==> src/rtl/frame_tx_scheduler.sv <==
// frame_tx_scheduler: reads one assembled frame out of the assembler buffer and streams it downstream.
// Latency: first out_valid 2 cycles after entering STREAM, then 1 sample/cycle while out_ready stays high.
// Backpressure: out_ready low throttles read issue; a 2-entry skid FIFO absorbs the in-flight read, nothing dropped.
//
// Optional feature: define FRAME_TX_STATS_EN to add frame_cnt (16b, wraps) and abort_cnt (8b, saturates).
// Ports: clk/rst (async active-high); enable, abort, buf_full control inputs; buf_dout/read_ptr assembler
//        read port (1-cycle read latency); tx_done release pulse; out_data/out_valid/out_ready/out_sof/out_eof
//        downstream stream; busy = not idle.
module frame_tx_scheduler #(
    parameter int DATA_W     = 8,
    parameter int PTR_W      = 10,
    parameter int FRAME_LEN  = 992,
    parameter int GAP_CYCLES = 16
) (
    input  logic              clk,
    input  logic              rst,
    input  logic              enable,
    input  logic              abort,
    input  logic              buf_full,
    input  logic [DATA_W-1:0] buf_dout,
    output logic [PTR_W-1:0]  read_ptr,
    output logic              tx_done,
    output logic [DATA_W-1:0] out_data,
    output logic              out_valid,
    input  logic              out_ready,
    output logic              out_sof,
    output logic              out_eof,
    output logic              busy
`ifdef FRAME_TX_STATS_EN
    ,
    output logic [15:0]       frame_cnt,
    output logic [7:0]        abort_cnt
`endif
);

    typedef enum logic [2:0] {
        S_IDLE, S_WAIT_FULL, S_STREAM, S_DRAIN, S_DONE, S_GAP
    } state_t;

    typedef struct packed {
        logic [DATA_W-1:0] data;
        logic              sof;
        logic              eof;
    } entry_t;

    localparam logic [PTR_W-1:0] PTR_LAST = PTR_W'(FRAME_LEN - 1);
    localparam logic [15:0]      GAP_LAST = (GAP_CYCLES > 0) ? 16'(GAP_CYCLES - 1) : 16'd0;

    state_t           state_q, state_d;
    logic [PTR_W-1:0] ptr_q, ptr_d;
    logic             infl_q, infl_d;
    logic             infl_sof_q, infl_sof_d;
    logic             infl_eof_q, infl_eof_d;
    entry_t [1:0]     fifo_q, fifo_d;
    logic             wr_q, wr_d;
    logic             rd_q, rd_d;
    logic [1:0]       cnt_q, cnt_d;
    logic [15:0]      gap_q, gap_d;
    logic             aborted_q, aborted_d;

    logic             pop, push, kill, issue;
    logic [2:0]       occ;

    always_comb begin
        // Occupancy once this cycle's pop has left, counting the read still in flight.
        pop   = (cnt_q != 2'd0) && out_ready;
        occ   = {1'b0, cnt_q} + {2'b0, infl_q} - {2'b0, pop};

        // Abort, or the buffer vanishing under us, kills the frame.
        kill = 1'b0;
        case (state_q)
            S_WAIT_FULL:       kill = abort;
            S_STREAM, S_DRAIN: kill = abort || !buf_full;
            default:           kill = 1'b0;
        endcase

        issue = (state_q == S_STREAM) && !kill && (occ <= 3'd1);
        push  = infl_q && !kill;

        state_d    = state_q;
        ptr_d      = ptr_q;
        infl_d     = issue;
        infl_sof_d = issue && (ptr_q == '0);
        infl_eof_d = issue && (ptr_q == PTR_LAST);
        fifo_d     = fifo_q;
        wr_d       = wr_q;
        rd_d       = rd_q;
        cnt_d      = cnt_q + {1'b0, push} - {1'b0, pop};
        gap_d      = gap_q;
        aborted_d  = aborted_q;

        if (push) begin
            fifo_d[wr_q] = '{data: buf_dout, sof: infl_sof_q, eof: infl_eof_q};
            wr_d         = ~wr_q;
        end
        if (pop) begin
            rd_d = ~rd_q;
        end
        if (kill) begin
            cnt_d = 2'd0;
            wr_d  = 1'b0;
            rd_d  = 1'b0;
        end

        case (state_q)
            S_IDLE: begin
                if (enable) state_d = S_WAIT_FULL;
            end
            S_WAIT_FULL: begin
                if (kill) begin
                    state_d   = S_DONE;
                    aborted_d = 1'b1;
                end else if (buf_full) begin
                    state_d = S_STREAM;
                end
            end
            S_STREAM: begin
                if (kill) begin
                    state_d   = S_DONE;
                    aborted_d = 1'b1;
                end else if (issue) begin
                    // Pointer parks on the last address; it is rewound in DONE.
                    if (ptr_q == PTR_LAST) state_d = S_DRAIN;
                    else                   ptr_d   = ptr_q + PTR_W'(1);
                end
            end
            S_DRAIN: begin
                if (kill) begin
                    state_d   = S_DONE;
                    aborted_d = 1'b1;
                end else if (occ == 3'd0) begin
                    state_d = S_DONE;
                end
            end
            S_DONE: begin
                ptr_d     = '0;
                gap_d     = '0;
                aborted_d = 1'b0;
                if (GAP_CYCLES > 0) state_d = S_GAP;
                else                state_d = enable ? S_WAIT_FULL : S_IDLE;
            end
            S_GAP: begin
                if (gap_q == GAP_LAST) state_d = enable ? S_WAIT_FULL : S_IDLE;
                else                   gap_d   = gap_q + 16'd1;
            end
            default: state_d = S_IDLE;
        endcase
    end

    always_ff @(posedge clk or posedge rst) begin
        if (rst) begin
            state_q    <= S_IDLE;
            ptr_q      <= '0;
            infl_q     <= 1'b0;
            infl_sof_q <= 1'b0;
            infl_eof_q <= 1'b0;
            fifo_q     <= '0;
            wr_q       <= 1'b0;
            rd_q       <= 1'b0;
            cnt_q      <= 2'd0;
            gap_q      <= '0;
            aborted_q  <= 1'b0;
        end else begin
            state_q    <= state_d;
            ptr_q      <= ptr_d;
            infl_q     <= infl_d;
            infl_sof_q <= infl_sof_d;
            infl_eof_q <= infl_eof_d;
            fifo_q     <= fifo_d;
            wr_q       <= wr_d;
            rd_q       <= rd_d;
            cnt_q      <= cnt_d;
            gap_q      <= gap_d;
            aborted_q  <= aborted_d;
        end
    end

    assign read_ptr  = ptr_q;
    assign tx_done   = (state_q == S_DONE);
    assign busy      = (state_q != S_IDLE);
    assign out_valid = (cnt_q != 2'd0);
    assign out_data  = fifo_q[rd_q].data;
    assign out_sof   = fifo_q[rd_q].sof;
    assign out_eof   = fifo_q[rd_q].eof;

`ifdef FRAME_TX_STATS_EN
    logic [15:0] frame_cnt_q;
    logic [7:0]  abort_cnt_q;

    always_ff @(posedge clk or posedge rst) begin
        if (rst) begin
            frame_cnt_q <= '0;
            abort_cnt_q <= '0;
        end else if (state_q == S_DONE) begin
            if (aborted_q) begin
                if (abort_cnt_q != 8'hFF) abort_cnt_q <= abort_cnt_q + 8'd1;
            end else begin
                frame_cnt_q <= frame_cnt_q + 16'd1;
            end
        end
    end

    assign frame_cnt = frame_cnt_q;
    assign abort_cnt = abort_cnt_q;
`endif

endmodule
==> config.mk <==
export PLATFORM = sky130hd
export DESIGN_NAME = frame_tx_scheduler
export DESIGN_NICKNAME = d
export VERILOG_FILES = /design/src/rtl/frame_tx_scheduler.sv
export SDC_FILE = /design/constraint.sdc
export NUM_CORES = 1
export LEC_CHECK = 0
export ABC_CLOCK_PERIOD_IN_PS = 8350
export BUFFER_PORTS_ARGS = -buffer_cell sky130_fd_sc_hd__buf_2
export CAP_MARGIN = 15
export CORE_MARGIN = 3
export CORE_UTILIZATION = 35
export CTS_BUF_LIST = sky130_fd_sc_hd__clkbuf_8
export CTS_CLUSTER_SIZE = 10
export DETAILED_ROUTE_END_ITERATION = 16
export PLACE_DENSITY = 0.63
export SLEW_MARGIN = 15
export SYNTH_ARGS = -nofsm -noshare
export SYNTH_HDL_FRONTEND = slang
export SYNTH_SLANG_ARGS = --single-unit
==> constraint.sdc <==
create_clock -name clk -period 8.35 [get_ports clk]
set_input_delay 1.2525 -clock clk [delete_from_list [all_inputs] [get_ports clk]]
set_output_delay 1.2525 -clock clk [all_outputs]
set_load 0.01 [all_outputs]
# Yosys cells after proc, flatten, opt, wreduce, memory -nomap -nowiden
# Index checks and enable logic that the tools add are counted.
totals:
  romBits: 0
  ff_bits: 56
  mem_bits_rw: 0
  latch_bits: 0
  output_inout_bits: 23
  memories: 0
  wordCells: 95
classes:
  add_sub_neg: 6
  order_cmp: 4
  n_bitwise: 2
  n_shift: 0
  n_reduce_logical: 23
  div: 0
  eq_ne: 17
  n_mux: 28
  multipliers: 0
ops:
  columns: ["op", "n"]
  rows:
  - ["$mux W10", 6]
  - ["$pmux W16 S2", 1]
  - ["$mux W3", 9]
  - ["$bwmux W20", 1]
  - ["$pmux W10 S2", 1]
  - ["$pmux W3 S6", 1]
  - ["$add A16 B1 Y16 const B", 1]
  - ["$eq A16 B4 Y1 const B", 1]
  - ["$mux W16", 1]
  - ["$ne A2 B2 Y1 const B", 6]
  - ["$add A10 B1 Y10 const B", 1]
  - ["$demux W10 S1", 1]
  - ["$eq A10 B10 Y1 const B", 1]
  - ["$logic_not A10 Y1", 1]
  - ["$reduce_bool A2 Y1", 5]
  - ["$ne A3 B3 Y1 const B", 3]
  - ["$logic_and A1 B1 Y1", 7]
  - ["$eq A3 B2 Y1 const B", 2]
  - ["$eq A3 B3 Y1 const B", 2]
  - ["$logic_not A3 Y1", 2]
  - ["$reduce_and A6 Y1", 1]
  - ["$mux W1", 5]
  - ["$lt A1 B2 Y1 const B", 2]
  - ["$reduce_and A4 Y1", 1]
  - ["16 further kinds", 18]

# Logic depth before layout (Yosys ltp)
# Gate-level depths: netlist of the first run.
logic_depth:
  depth_word: 9
  ltp_mapped: 12

# Worst setup path after synthesis of the first run
# No wires, ideal clock.
synth_path:
  kind: "input -> register"
  startpoint: "input out_ready"
  endpoint: "register ptr_q[8], in the netlist read_ptr[8]"
  setup_time_ns: 0.142
  t_arrival_ns: 3.301
  setup_slack_ns: 4.907
  n_path_buf: 1
  stages: 11
  required_ns: 8.208
  cell_sequence: "and2_1 -> ha_1 -> inv_1 -> ha_1 -> inv_1 -> fa_1 -> xnor2_1 -> nand4b_4 -> buf_2 -> o41ai_1 -> a21oi_1"
synth_via:
  elab_chain_cells: 6
synth_rtl:
  columns: ["element", "line_no", "rtl"]
  rows:
  - ["start, declared", "25", "input logic out_ready,"]
  - ["$logic_and A1 B1 Y1", "66", "pop = (cnt_q != 2'd0) && out_ready;"]
  - ["$sub A3 B1 Y3", "67", "occ = {1'b0, cnt_q} + {2'b0, infl_q} - {2'b0, pop};"]
  - ["$le A3 B1 Y1", "77", "issue = (state_q == S_STREAM) && !kill && (occ <= 3'd1);"]
  - ["$logic_and A1 B1 Y1", "77", null]
  - ["$ne A2 B2 Y1 (no line)", null, null]
  - ["$reduce_and A4 Y1 (no line)", null, null]
  - ["end signal, assigned", "165", "ptr_q <= ptr_d;"]
  - ["end, declared", "50", "logic [PTR_W-1:0] ptr_q, ptr_d;"]
# Every way passes these cells.
# A chain may end at the register's enable or synchronous reset.

# Worst setup path in the final report of the first run
layout_path:
  startpoint: "register state_q[1]"
  endpoint: "output tx_done"
layout_via:
  elab_chain_cells: 1
layout_rtl:
  columns: ["element", "line_no", "rtl"]
  rows:
  - ["start, declared", "49", "state_t state_q, state_d;"]
  - ["start signal, assigned", "164", "state_q <= state_d;"]
  - ["$eq A3 B3 Y1", "179", "assign tx_done = (state_q == S_DONE);"]
  - ["end, declared", "22", "output logic tx_done,"]
# Every way passes these cells.

==> impl_metrics.ini, run 1 <==
[drt]
drtPass1Iterations = 4
wirelength_um = 5770
num_vias = 2179
ant_nets = 0
wl_per_cell_um = 13.7
drt_iter0_drc = 78
via_per_inst = 5.18
drc = 0

[min_path]
hold_end = fifo_q[0]
hold_depth = 1
holdCritStartpoint = infl_eof_q
hold_path.class = register to register

[yosys]
ys.flop_type = dfrtp_1
synth_area_per_cell_um2 = 10.7
synth_nets = 302
synth_seq_cells = 56
synth_common_cells = dfrtp_1, mux2_2, nand2_1, nand3_1, nor2_1
netlist_area_um2 = 2980
synthCells = 280
synth.distinct_cells = 47
yosysTopAreaCellShare_pct = 47.0
ys_seq_area_share_pct = 47.0
synthArstFlopShare_pct = 100
yosysWarnings = 0
yosysMostFrequentCell = dfrtp_1
synth_edf_count = 0
synth_area_leaders = dfrtp_1, mux2_2, xnor2_1
yosysTopAreaCell = dfrtp_1

[critical_path]
crit_path_end_kind = output pin
start_kind = register
arrival_ps = 2330
required_ps = 7100
path_max_fanout = 23
crit_path_max_incr_delay_ps = 630
r2r_cells = 11
rrSetupSlack_ps = 5100
crit_chain = nor2b_1 -> nand2b_1 -> inv_1 -> buf_2
r2r-start = cnt_q[1]
path_class = register to output pin
crit_slowest_cell = inv_1
reg2reg_to = read_ptr[9]

[clock_tree]
insertion_delay_ps = 310
clk_pin_slew_ps = 100
post_cts_buffers = 0
cts-root-buf = clkbuf_8
cts_buffers = 5
cts_resized = 0
cts_buffer_depth = 2
ctsHoldBuffers = 0
h-tree-depth = 2
clock-sinks = 56
cts_tree = built

[timing]
post-route-min-period_ps = 3590
fin_crit_sh_pct = 42.9
slew_viol_final = 0
relSlewSlack_pct = 53.4
rsz0062_at_grt = no
worst_pin_slew_ps = 699
fin_skew_ps = 9.52
setup_violations = 0
fmax_mhz = 279
finalSetupTns_ps = 0
finalHoldViolations = 0

[grt]
grt.overflow.total = 0
antenna_found_initial = 0
grt_first_pass_wirelength_um = 10200
grt_max_degree = 57
first_global_vias = 2210
track_usage_pct = 12.6

[finish]
nNetsFinal = 337
multi_input_area_um2 = 1490
drive_above_1_share_pct = 26.6
area_growth_pct = 13.2
finalNonFillerCells = 421
final_core_util_pct = 40.9
seq_area_um2 = 1400
n_antenna_cell = 0
fill_cells = 809
finish.instance_area_um2 = 3380

[power_and_ir_drop]
swShare_pct = 33.7
p_seq_share_pct = 46.9
p_sw_uw = 246
p_leak_uw = 0.00163
p_per_area_nw_per_um2 = 217
ir_drop_mv = 0.0962
internal_power_uw = 485
power_frac_comb_pct = 28.5
power.share.clock_pct = 24.5

[floorplanning]
die_x_um = 98.3
die_area_um2 = 9670
initial_utilization_pct = 36.1
row_count = 33
fp.dieH_um = 98.3
coreArea_um2 = 8260
ios = 37

[place]
placed_area_um2 = 3270
portBuffers = 36
gp_congestion = 0.780
dp_cells = 413
hpwl_um = 4090

[outcome]
outcome = complete, no violations

[job]
drv_cap = 0
stage by stage:
stage / power [uW] / hold slack (ps) / setup WS (ps)
after floorplan: 509 / 474 / 4910
after global placement: 558 / 481 / 4590
after detailed placement: 561 / 487 / 4520
after CTS: 743 / 513 / 4720
after global routing: 786 / 518 / 4520
final: 731 / 509 / 4760
state kept, by name (all words and copies together), names as in the netlist:
name,count
cnt_q,2
read_ptr,10
rd_q,1
wr_q,1
state_q,3
fifo_q,20
gap_q,16
infl_eof_q,1
infl_q,1
infl_sof_q,1
logic make-up after synthesis:
family | count (synthesis) | share of synthesized area [%]
AOI/OAI and AO/OA | 35 | 7.84
muxes | 38 | 14.0
xor gates and xnor gates | 12 | 3.52
adders and majority gates | 8 | 3.61
DFF | 56 | 47.0
buffers and inverters | 23 | 3.10
and+or+nand+nor | 108 | 21.0
layout by cell type (no fill, tap or decap), types with 7 or more instances in the layout:
cell type / n
nor2_1: 15
nand2_1: 19
nand3_1: 16
a21oi_1: 11
nor4_1: 8
ha_1: 7
mux2i_1: 8
dfrtp_1: 56
xnor2_1: 11
mux2_2: 30
inv_1: 13
buf_2: 36
final cells by class:
type / count / share of cell area, %
tap: 105 / 3.89
clock inverter: 3 / 1.26
sequential: 56 / 41.5
timing repair buffer: 38 / 5.78
inverter: 13 / 1.44
multi-input combinational: 201 / 44.1
clock buffer: 5 / 2.04
worst max path at each step:
stage	from	cells after the start	to
final	state_q[1]	4	tx_done
after floorplan	out_ready	11	read_ptr[8]
after global routing	state_q[1]	4	tx_done
after global placement	out_ready	11	read_ptr[9]
after CTS	state_q[1]	4	tx_done
after detailed placement	out_ready	11	read_ptr[9]
critical path: cells and delay by family, from the launching register on:
family | cells | cell delay (ps)
buffers and inverters | 2 | 880
AND/OR/NAND/NOR | 2 | 640
flip-flops | 1 | 510
metal layers:
layer / up-vias / GRT usage [%] / wire length, um
li1: 1089 / - / -
met1: 1047 / 16.5 / 2780
met2: 35 / 20.7 / 2660
met3: 8 / 3.00 / 226
met4: 0 / 4.20 / 97
met5: - / 0 / 0
power groups by stage:
stage               clock network (uW)  logic, uW  registers [uW]
floorplan                            0        184             325
global placement                     0        209             348
detailed placement                   0        212             350
CTS                                186        213             344
global route                       198        237             351
finish                             179        209             343
No activity file was read; power rests on OpenSTA's default activity.
==> inputs of run 2 (changes only) <==
Settings changed: ABC_CLOCK_PERIOD_IN_PS 8350 to 3200, PLACE_DENSITY 0.63 to 0.65.
Clock period 8.35 ns to 3.2 ns, I/O delays scaled along.
==> run 2 against run 1 <==
Sequential share of layout area decreased by 0.81 points. Sequential power increased to 2.6 times the previous value. Die area unchanged. Via count increased by 6.7%. Utilization increased by 0.82 points. Critical path depth increased by 7. First-iteration DRC count increased by 33%. Hold slack got worse by 370 ps. Combinational power increased to 3.2 times the previous value. Wire length increased by 7.2%. Register-to-register slack got worse by 4900 ps. Power increased to 2.7 times the previous value.
==> impl_metrics.ini, run 2 (synthesized netlist as in run 1, its figures left out) <==
[outcome]
outcome = complete, no violations

[job]
drv_cap = 0

[critical_path]
crit_path_max_incr_delay_ps = 530
critPathTopFamily = simple AND/OR/NAND/NOR gates
arrival_ps = 3220
crit_chain = or2_2 -> and2_1 -> ha_1 -> inv_1 -> ha_1 -> inv_1 -> fa_2 -> xnor2_4 -> nand4b_4 -> or4_1 -> a21oi_1
cp.buffers_inverters = 2
path_max_fanout = 6
required_ps = 3440
crit_path_end_kind = register
crit_slowest_cell = or4_1
start_kind = register
path_class = register to register

[grt]
grt_first_pass_wirelength_um = 10500
antenna_found_initial = 0
grt_max_degree = 40
first_global_vias = 2266
track_usage_pct = 12.8
grt.overflow.total = 0

[timing]
setup_violations = 0
post-route-min-period_ps = 2990
fin_skew_ps = 11.8
finalHoldViolations = 0
fin_crit_sh_pct = 93.4
slew_viol_final = 0
finalSetupTns_ps = 0
rsz0062_at_grt = no
worst_pin_slew_ps = 632
fmax_mhz = 335
relSlewSlack_pct = 57.9

[clock_tree]
cts-root-buf = clkbuf_8
insertion_delay_ps = 310
clk_pin_slew_ps = 110
cts_buffers = 5
clock-sinks = 56
h-tree-depth = 2
cts_tree = built
cts_buffer_depth = 2
ctsHoldBuffers = 0

[drt]
via_per_inst = 5.42
wl_per_cell_um = 14.4
num_vias = 2325
drc = 0
drtPass1Iterations = 4
drt_iter0_drc = 104
wirelength_um = 6190
ant_nets = 0

[min_path]
hold_path.class = input port to asynchronous set/reset pin

[finish]
drive_above_1_share_pct = 29.3
layout_commonest_cell = dfrtp_1
nNetsFinal = 345
final_cell_mix = dfrtp_1, buf_2, mux2_2
top_register = fifo_q
largest_reg_flops = 20
area_growth_pct = 15.5
finalNonFillerCells = 429
n_antenna_cell = 0
final_core_util_pct = 41.7

[floorplanning]
coreArea_um2 = 8260
die_area_um2 = 9670
die_x_um = 98.3
initial_utilization_pct = 36.1
row_count = 33
fp.dieH_um = 98.3
ios = 37

[power_and_ir_drop]
ir_drop_mv = 0.229
p_per_area_nw_per_um2 = 564
p_total_uw = 1940
p_leak_uw = 0.00166

[place]
portBuffers = 36
dp_cells = 415
gp_congestion = 0.784
hpwl_um = 4320
[run 2: changes by cell type in the layout (fill, tap and decap cells not counted)]
cell,previous run,this run
xnor2_4,0,1
inv_1,13,12
fa_1,1,0
clkinvlp_4,0,1
clkinv_2,0,1
buf_4,2,9
bufinv_16,1,0
xnor2_1,11,10
fa_2,0,1
nand4b_2,0,1
[run 2: path summary, 6_finish.rpt]
kind,end,startpoint,depth (start not counted),slack (ps)
setup / recovery,read_ptr[9],cnt_q[0],11,210
setup reg to reg,read_ptr[9],cnt_q[0],11,210
min in group clk,fifo_q[6],buf_dout[4],2,410
hold reg to reg,fifo_q[19],fifo_q[19],1,510
hold / removal,fifo_q[16],rst,2,140
max in group asynchronous,gap_q[7],rst,3,2220
[run 2: power breakdown]
part           total (uW)  internal (uW)  switching (uW)
combinational         663            312             351
sequential            890            784             106
clock                 390            156             234
[run 2: final cells by class]
type,count,area [um2]
Timing Repair Buffer,45,248
Clock inverter,3,21.3
Fill cell,810,4810
Multi-Input combinational cell,202,1530
Tap cell,105,131
Clock buffer,5,68.8
Sequential cell,56,1400
Inverter,13,48.8
[run 2: what timing repair did]
action	in CTS	in global routing
pin swaps	0	2
cloned	0	1
endpoints found under the hold margin	0	0
setup buffers	0	5
endpoints found under the setup margin	1	2
resized for setup	1	2
[run 2: routing by layer]
metal / GRT usage (%) / vias to the layer above / part of all wire (%)
li1: - / 1108 / -
met1: 17.4 / 1165 / 47
met2: 21.0 / 46 / 48
met3: 3.00 / 6 / 4.0
met4: 2.94 / 0 / 0.61
met5: 0 / - / 0
[run 2: metrics by stage]
step	hold WS, ps	cell area [um2]	setup WS (ps)
floorplan	474	2980	227
global placement	481	3280	122
finish	138	3450	212
global route	150	3450	75.8
CTS	146	3380	95.2
detailed placement	487	3280	26.6
